`config.mk`:
```
export PLATFORM = sky130hd
export DESIGN_NAME = llc_set_table
export DESIGN_NICKNAME = d
export VERILOG_FILES = /design/src/rtl/llc_set_table.sv
export SDC_FILE = /design/constraint.sdc
export NUM_CORES = 1
export LEC_CHECK = 0
export BUFFER_PORTS_ARGS = -buffer_cell sky130_fd_sc_hd__buf_4
export CELL_PAD_IN_SITES_DETAIL_PLACEMENT = 0
export CELL_PAD_IN_SITES_GLOBAL_PLACEMENT = 1
export CORE_MARGIN = 2
export CORE_UTILIZATION = 49
export CTS_CLUSTER_SIZE = 8
export DETAILED_ROUTE_END_ITERATION = 10
export GPL_TIMING_DRIVEN = 0
export PLACE_DENSITY_LB_ADDON = 0.1
export SYNTH_ARGS = -nofsm -noshare
export SYNTH_HDL_FRONTEND = slang
export SYNTH_SLANG_ARGS = --single-unit
```
`constraint.sdc`:
```
create_clock -name clk -period 3.4 [get_ports clk]
set_clock_uncertainty 0.05 [all_clocks]
set_input_delay 0 -clock clk [delete_from_list [all_inputs] [get_ports clk]]
set_output_delay 0 -clock clk [all_outputs]
set_load 0.05 [all_outputs]
```
`src/rtl/llc_set_table.sv`:
```
`timescale 1ns/1ps
// Purpose : in-flight set table between the LLC lookup and update stages. It stalls any
//           request whose set index is already in flight.
// Latency : grant, pointer and conflict are combinational from registered state (zero-cycle
//           grant). A new entry is seen by the conflict check starting on the next cycle.
// Backpr. : alloc_ready_out stays low while the table is full or the set conflicts. Upstream
//           holds its request. A removal frees space one cycle after it is presented.
// Ports   : clk/rst                 - clock, synchronous active-high reset
//           alloc_valid_in/_set_in  - request and its set; alloc_ready_out/alloc_ptr_out grant it
//           conflict_out            - request set matches a valid entry
//           remove_set_from_table / table_pointer_to_remove - update stage retires an entry
//           full_out/empty_out/occupancy_out - fill status; remove_err_out - sticky bad remove
`ifndef LLC_SET_BITS
`define LLC_SET_BITS 8
`endif

module llc_set_table #(
  parameter int TABLE_DEPTH = 8,
  parameter int SET_W       = `LLC_SET_BITS,
  localparam int PTR_W      = $clog2(TABLE_DEPTH)
) (
  input  logic             clk,
  input  logic             rst,
  input  logic             alloc_valid_in,
  input  logic [SET_W-1:0] alloc_set_in,
  output logic             alloc_ready_out,
  output logic [PTR_W-1:0] alloc_ptr_out,
  output logic             conflict_out,
  input  logic             remove_set_from_table,
  input  logic [PTR_W-1:0] table_pointer_to_remove,
  output logic             full_out,
  output logic             empty_out,
  output logic [PTR_W:0]   occupancy_out,
  output logic             remove_err_out
);

  logic [TABLE_DEPTH-1:0] valid_q;
  logic [SET_W-1:0]       set_q [TABLE_DEPTH];
  logic [PTR_W:0]         occ_q;
  logic                   err_q;

  logic conflict;
  logic free_found;
  logic [PTR_W-1:0] free_ptr;
  logic alloc_fire;
  logic remove_hit;
  logic remove_miss;

  // Conflict and free-slot search look only at registered state. A same-cycle removal
  // therefore never frees space or clears a conflict until the following cycle.
  always_comb begin
    conflict   = 1'b0;
    free_found = 1'b0;
    free_ptr   = '0;
    for (int i = 0; i < TABLE_DEPTH; i++) begin
      if (alloc_valid_in && valid_q[i] && (set_q[i] == alloc_set_in)) begin
        conflict = 1'b1;
      end
      if (!valid_q[i] && !free_found) begin
        free_ptr   = PTR_W'(i);
        free_found = 1'b1;
      end
    end
  end

  assign full_out        = (occ_q == (PTR_W+1)'(TABLE_DEPTH));
  assign empty_out       = (occ_q == '0);
  assign occupancy_out   = occ_q;
  assign remove_err_out  = err_q;
  assign conflict_out    = conflict;
  assign alloc_ptr_out   = free_ptr;
  assign alloc_ready_out = alloc_valid_in && !full_out && !conflict;

  assign alloc_fire  = alloc_valid_in && alloc_ready_out;
  assign remove_hit  = remove_set_from_table && valid_q[table_pointer_to_remove];
  assign remove_miss = remove_set_from_table && !valid_q[table_pointer_to_remove];

  // The alloc target is always a free slot, so it can never collide with a valid remove target.
  always_ff @(posedge clk) begin
    if (rst) begin
      valid_q <= '0;
      occ_q   <= '0;
      err_q   <= 1'b0;
      for (int i = 0; i < TABLE_DEPTH; i++) begin
        set_q[i] <= '0;
      end
    end else begin
      if (remove_hit) begin
        valid_q[table_pointer_to_remove] <= 1'b0;
      end
      if (remove_miss) begin
        err_q <= 1'b1;
      end
      if (alloc_fire) begin
        valid_q[free_ptr] <= 1'b1;
        set_q[free_ptr]   <= alloc_set_in;
      end
      case ({alloc_fire, remove_hit})
        2'b10:   occ_q <= occ_q + (PTR_W+1)'(1);
        2'b01:   occ_q <= occ_q - (PTR_W+1)'(1);
        default: occ_q <= occ_q;
      endcase
    end
  end

endmodule

```
After elaboration in Yosys (flattened, before gate mapping). Memories as Yosys holds them, arrays and structs flattened. Index checks and enable logic that the tools add are counted.

Memories kept: 1. RAM bits: 64. Flip-flop bits (word level): 13. Output and inout bits: 12. Logic and storage cells: 113.

Memory list: set_q (words 8, bits a word 8, rd ports 8, clocked after memory_dff 0, wr ports 8, RTL line 38) `logic [SET_W-1:0] set_q [TABLE_DEPTH];`.

Magnitude comparators: 4. Mux-type cells: 40. Reductions and logical operators: 49. Add/subtract/negate cells: 2. Equality and inequality tests: 11. Bitwise gates (word level): 3.

Operators by type and width (number): equality test 8 bit (8); two-way mux 8 bit (4); logical AND 1 bit (30); two-way mux 1 bit (25); two-way mux 3 bit (7); zero test 1 bit (16); AND 8 bit (1); less-than comparator 3 x 4 -> 1 bit, second input constant (2); NOT 8 bit (1); OR 8 bit (1); case mux 4 bit (2 select lines) (1); OR reduction 8 bit (1); demux 1 bit (select 3 bit) (2); >= comparator 3 x 1 -> 1 bit, second input constant (2); adder 4 x 1 -> 4 bit, second input constant (1); equality test 4 bit, second input constant (1); zero test 4 bit (1); subtractor 4 x 1 -> 4 bit, second input constant (1); binary-select mux 1 bit (select 3 bit) (1); equality test 2 x 1 -> 1 bit, second input constant (1); equality test 2 bit, second input constant (1); nonzero test 2 bit (1).

Longest topological paths before layout. Gate-level depths: netlist of the first run.

Depth after elaboration: 27. Gate-level depth with buffers: 15.

Least setup slack after synthesis of the first run. Ideal clock, no wire load.

Path kind: register -> register. From: reg occ_q[0] (netlist: occupancy_out[0]). To: reg occ_q[3] (netlist: occupancy_out[3]). Data arrival time: 2.813 ns. Required time: 3.280 ns. Slack: 0.468 ns. Buffers on the path: 1. Stages on the path, launching flop included: 13. Library setup time: 0.070 ns. Path through: dfxtp_1 nor3_1 nand2_1 nand2_1 clkbuf_1 or2_2 ha_1 ha_1 a21o_1 a21oi_1 xnor2_1 or3_1 a21oi_1.

Longest elaborated chain between the ends: 7. Elaborated cells on any way between the ends: 11.

RTL lines: start, declared (RTL line 39) `logic [PTR_W:0] occ_q;`; start signal, assigned (RTL line 99) `2'b10: occ_q <= occ_q + (PTR_W+1)'(1);`; start signal, assigned (RTL line 100) `2'b01: occ_q <= occ_q - (PTR_W+1)'(1);`; start signal, assigned (RTL line 101) `default: occ_q <= occ_q;`; equality test 4 bit (RTL line 66) `assign full_out = (occ_q == (PTR_W+1)'(TABLE_DEPTH));`; zero test 1 bit (RTL line 72) `assign alloc_ready_out = alloc_valid_in && !full_out && !conflict;`; logical AND 1 bit (2 in a row) (RTL line 72); logical AND 1 bit (RTL line 74) `assign alloc_fire = alloc_valid_in && alloc_ready_out;`; equality test 2 x 1 -> 1 bit / equality test 2 bit (equally long branches) (RTL line 98) `case ({alloc_fire, remove_hit})`; case mux 4 bit (2 select lines) / nonzero test 2 bit (equally long branches).

Several ways; a longest one is shown, not always the timed one. A chain may end at the register's enable or synchronous reset.

==> impl_metrics.yaml, run 1 <==
outcome:
  outcome: "completed"
clock_tree:
  cts_root_buf: "clkbuf_8"
  path_clk_slew_ns: 0.08
  max-clock-path-buffers: 2
  cts-buffers-inserted: 9
  worstSkewPairLatency_ns: 0.35
  tritoncts: "done"
  clock_sinks: 77
  htreeDepth: 3
global_route:
  grt_max_degree: 13
  track_usage: 0.243
  antenna_found_initial: 0
  first_global_vias: 2839
  grt-ovfl-total: 0
  grt_pass1_wl_um: 16000
power_and_ir_drop:
  ir_worst_vdd_uv: 252
  p_leak_nw: 1.59
  p_seq_frac: 0.508
  powerDensity_mw_per_mm2: 465
  clockPowerShare: 0.342
  pwr-share-comb: 0.150
  switching_share: 0.264
  switchingPower_mw: 0.573
  power_mw: 2.17
  internal_power_mw: 1.59
min_path:
  hold_end: "set_q[1][7]"
  hp-class: "primary input to flip-flop"
  hold_depth: 3
  min_from: "alloc_set_in[7]"
sta:
  min_period_ns: 3.16
  maxSlewViolCount: 0
  slew_headroom: 0.200
  rsz0062_at_grt: "false"
  holdWs_ns: 0.0132
  worst_pin_slew_ns: 1.19
  fin_tns_setup_ns: 0
  period_share: 0.929
  setup-violations-final: 0
  final_hold_viol_count: 0
  fmax_ghz: 0.317
critical_path:
  rr_worst_depth: 14
  timing.rr.end: "occupancy_out[3]"
  worstPathRequired_ns: 3.64
  critPathKind: "flip-flop to flip-flop"
  r2r-start: "set_q[2][4]"
  endpoint_kind: "flip-flop"
  startpoint: "set_q[2][4]"
  r2r_slack_ns: 0.24
  critPathLaunchType: "flip-flop"
  crit_fanout: 5
  worstPathArrival_ns: 3.40
yosys:
  netlist_top_cells_area: "edfxtp_1 (46%), xnor2_1 (11%), nor3_1 (8.5%)"
  synthFlopType: "edfxtp_1"
  synth_top_area_cell: "edfxtp_1"
  synth_enable_flop_cells: 64
  ys.warnings.count: 0
  synth_seq_area_share: 0.527
  synth_cell_type_count: 42
  avgSynthCellArea_um2: 11.0
  synth_top_area_frac: 0.464
  syn_inst: 378
  synth_nets: 397
  yosysMostFrequentCell: "nor3_1"
  ys_seq_elements: 77
  syn_area_mm2: 0.00414
  synth_commonest_cells: "nor3_1 (70), edfxtp_1 (64), xnor2_1 (54)"
  async_flop_share: 0
detailed_routing:
  drc: 0
  highest_layer: "met4"
  wire_per_inst_um: 20.1
  wl_um: 10400
  vias: 3045
  ant_nets: 0
  met3_wirelength_um: 527
  dr.pass1.iters: 8
  drt_iter0_drc: 221
  met2_length_um: 5050
  viasPerCell: 5.84
  wl_met1_um: 4710
floorplan:
  start_util: 0.504
  dieWidth_um: 95.9
  core_mm2: 0.00822
  die_h_um: 95.9
  die-area_mm2: 0.00920
  num_io_pins: 27
  row_count: 33
layout:
  antenna_cells: 0
  nets: 431
  area_growth_pct: 12.6
  stdcell_count: 521
  post-route-util: 0.568
  drive_gt1_frac: 0.147
placement:
  port-buffer-count: 17
  dp_cells: 500
  hpwl_um: 7120
  gp_congestion: 0.817
job:
  maxCapViolCount: 0
logic make-up (layout without fill, tap and decap cells):
logic type               Yosys count  in the layout  synth area share
buffers and inverters             45             83            0.0644
AO/OA/AOI/OAI                     40             40            0.0734
adder cells (fa/ha/maj)            4              4            0.0139
AND/OR/NAND/NOR                  144            144             0.177
XOR/XNOR                          67             67             0.142
multiplexers                       1              1           0.00272
flip-flops                        77             77             0.527
worst max-delay path, stage by stage (launching register included):
cell and delay, ns:
edfxtp_1 0.39, xnor2_1 0.14, nand4_1 0.09, nor3_1 0.07, nor4_2 0.35, nand3_1 0.16
buf_6 0.17, or2_2 0.29, ha_1 0.22, ha_1 0.29, a21o_1 0.18, a21oi_1 0.17
xnor2_1 0.09, or3_1 0.30, a21oi_1 0.14
worst max-delay path by stage:
stage	end	slack (ns)	cells after the start
finish	occupancy_out[3]	0.24	14
global route	occupancy_out[3]	0.01	14
CTS	occupancy_out[3]	0.18	14
detailed placement	occupancy_out[3]	0.20	14
global placement	set_q[1][7]	0.20	7
floorplan	occupancy_out[3]	0.47	12
flip-flops by register name, summed over array words and instances (netlist names):
name and cells:
occupancy_out 4, valid_q 8, remove_err_out 1, set_q 64
per-stage QoR:
stage	instance area, µm²	setup slack, ns
floorplan	4140	0.468
global placement	4400	0.196
detailed placement	4410	0.199
CTS	4640	0.178
global route	4660	0.0147
finish	4660	0.243
power by group through the flow:
stage	Sequential, mW	Combinational [mW]	Clock [mW]
6_report	1.10	0.326	0.741
5_1_grt	1.11	0.353	0.782
4_1_cts	1.10	0.327	0.741
3_5_place_dp	1.12	0.323	0
3_3_place_gp	1.12	0.316	0
2_1_floorplan	1.14	0.212	0
what timing repair did:
item | in CTS | in global routing
endpoints found under the setup margin | 0 | 1
hold endpoints to repair | 9 | 0
hold buffers | 3 | 0
setup buffers | 0 | 3
gates resized for setup | 0 | 0
layer usage:
| metal | vias up | global-route usage |
|---|---|---|
| met3 | 20 | 0.0384 |
| met5 | - | 0 |
| met1 | 1489 | 0.331 |
| li1 | 1447 | - |
| met4 | 0 | 0.0750 |
| met2 | 89 | 0.400 |
layout make-up:
type,instances,area (µm²)
clock inverters,5,76.3
plain buffers,29,206
repair buffers,23,180
flip-flops and latches,77,2180
inverters,16,60.1
fillers,724,3550
well taps,105,131
clock buffers,10,128
multi-input cells,256,1700
cells in the final DEF (no fill, tap or decap), types with 9 or more instances in the layout:
cell,count
clkbuf_1,9
dfxtp_1,13
nand3_1,17
buf_6,9
nor3_1,70
nand4_1,11
xnor2_1,54
xor2_1,13
o31ai_1,10
edfxtp_1,64
clkbuf_8,9
nand2_1,17
inv_1,16
nor2_1,11
buf_4,27
(Power assumes the default switching activity.)
==> run 2: changes to the inputs <==
--- a/config.mk
+++ b/config.mk
@@ -13,7 +13,9 @@
 export CTS_CLUSTER_SIZE = 8
 export DETAILED_ROUTE_END_ITERATION = 10
 export GPL_TIMING_DRIVEN = 0
-export PLACE_DENSITY_LB_ADDON = 0.1
+export MAX_ROUTING_LAYER = met4
+export PLACE_DENSITY_LB_ADDON = 0.15
+export REMOVE_ABC_BUFFERS = 1
 export SYNTH_ARGS = -nofsm -noshare
 export SYNTH_HDL_FRONTEND = slang
 export SYNTH_SLANG_ARGS = --single-unit
==> run 2 against run 1 <==
Effect of this change: sequential share of layout area is 0.26 points lower; routed wire length down 2.0%; die area unchanged; clock power rose by 14%; global-route usage is 0.92 points higher; register-to-register slack improved by 0.02 ns; worst hold slack gained 0.026 ns; maximum frequency increased by 0.66%; non-clock buffer count down 12; critical endpoint unchanged; largest cell class unchanged.
==> impl_metrics.yaml, run 2 (synthesized netlist as in run 1, its figures left out) <==
outcome:
  outcome: "completed"
placement:
  hpwl_um: 6160
  dp_slack_ns: -0.522
  dp_cells: 480
  port-buffer-count: 26
  gp_congestion: 0.834
  place_area_mm2: 0.00428
global_route:
  track_usage: 0.252
  grt-ovfl-total: 0
  grt_pass1_wl_um: 16000
  grt_max_degree: 42
  first_global_vias: 2838
  antenna_found_initial: 0
sta:
  setup-violations-final: 0
  final_hold_viol_count: 0
  slew_headroom: 0.148
  fmax_ghz: 0.319
  period_share: 0.922
  holdWs_ns: 0.0393
  maxSlewViolCount: 0
  worst_pin_slew_ns: 1.27
  worst_slack_ns: 0.264
  rsz0062_at_grt: "false"
  min_period_ns: 3.14
critical_path:
  endpoint_kind: "flip-flop"
  r2r-start: "set_q[4][0]"
  timing.rr.end: "occupancy_out[3]"
  critPathLaunchType: "flip-flop"
  worstPathRequired_ns: 3.63
  worstPathArrival_ns: 3.37
  critPathKind: "flip-flop to flip-flop"
  rr_worst_depth: 13
  crit_fanout: 8
  r2r_slack_ns: 0.26
layout:
  area_growth_pct: 13.3
  drive_gt1_frac: 0.159
  antenna_cells: 0
  seqCellArea_mm2: 0.00218
  design_area_mm2: 0.00469
  final_common_cell: "nor3_1"
  fill_cells: 728
  nets: 422
  largest_reg_flops: 64
  final_cell_mix: "nor3_1 (70), edfxtp_1 (64), xnor2_1 (54), buf_4 (35), nand2_1 (17)"
  regMostFlops: "set_q"
  multi_input_area_mm2: 0.00177
  stdcell_count: 513
detailed_routing:
  wl_um: 10200
  dr.pass1.iters: 4
  drt_iter0_drc: 212
  drc: 0
  wire_per_inst_um: 19.9
  vias: 2980
  ant_nets: 0
  viasPerCell: 5.81
job:
  maxCapViolCount: 0
floorplan:
  die_h_um: 95.9
  core_mm2: 0.00822
  num_io_pins: 27
  dieWidth_um: 95.9
  start_util: 0.504
  row_count: 33
  die-area_mm2: 0.00920
min_path:
  hold_depth: 4
  hp-class: "primary input to flip-flop"
  min_from: "table_pointer_to_remove[0]"
  hold_end: "remove_err_out"
clock_tree:
  path_clk_slew_ns: 0.08
  cts-buffers-inserted: 9
  cts_root_buf: "clkbuf_8"
  max-clock-path-buffers: 2
  worstSkewPairLatency_ns: 0.35
  htreeDepth: 3
  tritoncts: "done"
  clock_sinks: 77
power_and_ir_drop:
  p_leak_nw: 1.62
  powerDensity_mw_per_mm2: 482
  ir_worst_vdd_uv: 289
  power_mw: 2.26
==> run 2: cell types whose count changed in the layout (fill, tap and decap cells not counted), moves of 2 or more <==
| cell | change |
|---|---|
| buf_2 | -3 |
| nand3_2 | +3 |
| clkbuf_1 | -8 |
| buf_4 | +8 |
| buf_6 | -9 |
| buf_1 | -2 |
| dlygate4sd3_1 | +2 |
==> run 2: per-stage QoR <==
| step | util | setup TNS (ns) |
|---|---|---|
| after floorplan | - | -80.16 |
| after global placement | 0.519 | -155.42 |
| after detailed placement | 0.521 | -4.06 |
| after CTS | 0.563 | 0 |
| after global routing | 0.571 | 0 |
| final | 0.571 | 0 |
==> run 2: worst max path at each step <==
stage | start | to | slack [ns] | cells after the start
floorplan | set_q[2][3] | occupancy_out[3] | -1.61 | 13
global placement | set_q[2][3] | set_q[1][1] | -2.28 | 6
detailed placement | set_q[2][3] | occupancy_out[3] | -0.52 | 13
CTS | set_q[4][0] | occupancy_out[3] | 0.11 | 13
global route | set_q[0][3] | occupancy_out[3] | 0.09 | 13
finish | set_q[4][0] | occupancy_out[3] | 0.26 | 13
==> run 2: metal layers <==
metal  track usage  part of all wire  vias to the layer above
met3        0.0352             0.062                       12
met4         0.100             0.014                        0
li1              -                 -                     1430
met1         0.348              0.43                     1451
met5             -                 0                        -
met2         0.378              0.49                       87
==> run 2: where the power goes <==
part	switching (mW)	internal (mW)
logic	0.197	0.115
clock network	0.354	0.488
registers	0.0340	1.07
==> run 2: final cells by class <==
type | count | share of cell area
Multi-Input combinational cell | 259 | 0.376
Clock buffer | 10 | 0.0272
Tap cell | 105 | 0.0280
Clock inverter | 6 | 0.0237
Sequential cell | 77 | 0.465
Timing Repair Buffer | 40 | 0.0667
Inverter | 16 | 0.0128
==> run 2: what timing repair did <==
item,4_1_cts,5_1_grt
resized for setup,2,1
setup endpoints to repair,43,1
hold endpoints to repair,10,0
cloned,3,0
hold buffers,5,0
pin swaps,2,2
buffers inserted,1,8
==> run 2: worst max-delay path, stage by stage, from the launching register on <==
cell and delay (ns):
edfxtp_1 0.40, xnor2_1 0.16, nand4_1 0.11, nor4_1 0.37
a41oi_2 0.29, nand3_4 0.21, or2_2 0.14, ha_1 0.20
ha_1 0.25, a21o_1 0.17, a21oi_1 0.16, xnor2_1 0.10
or3_1 0.31, a21oi_1 0.15
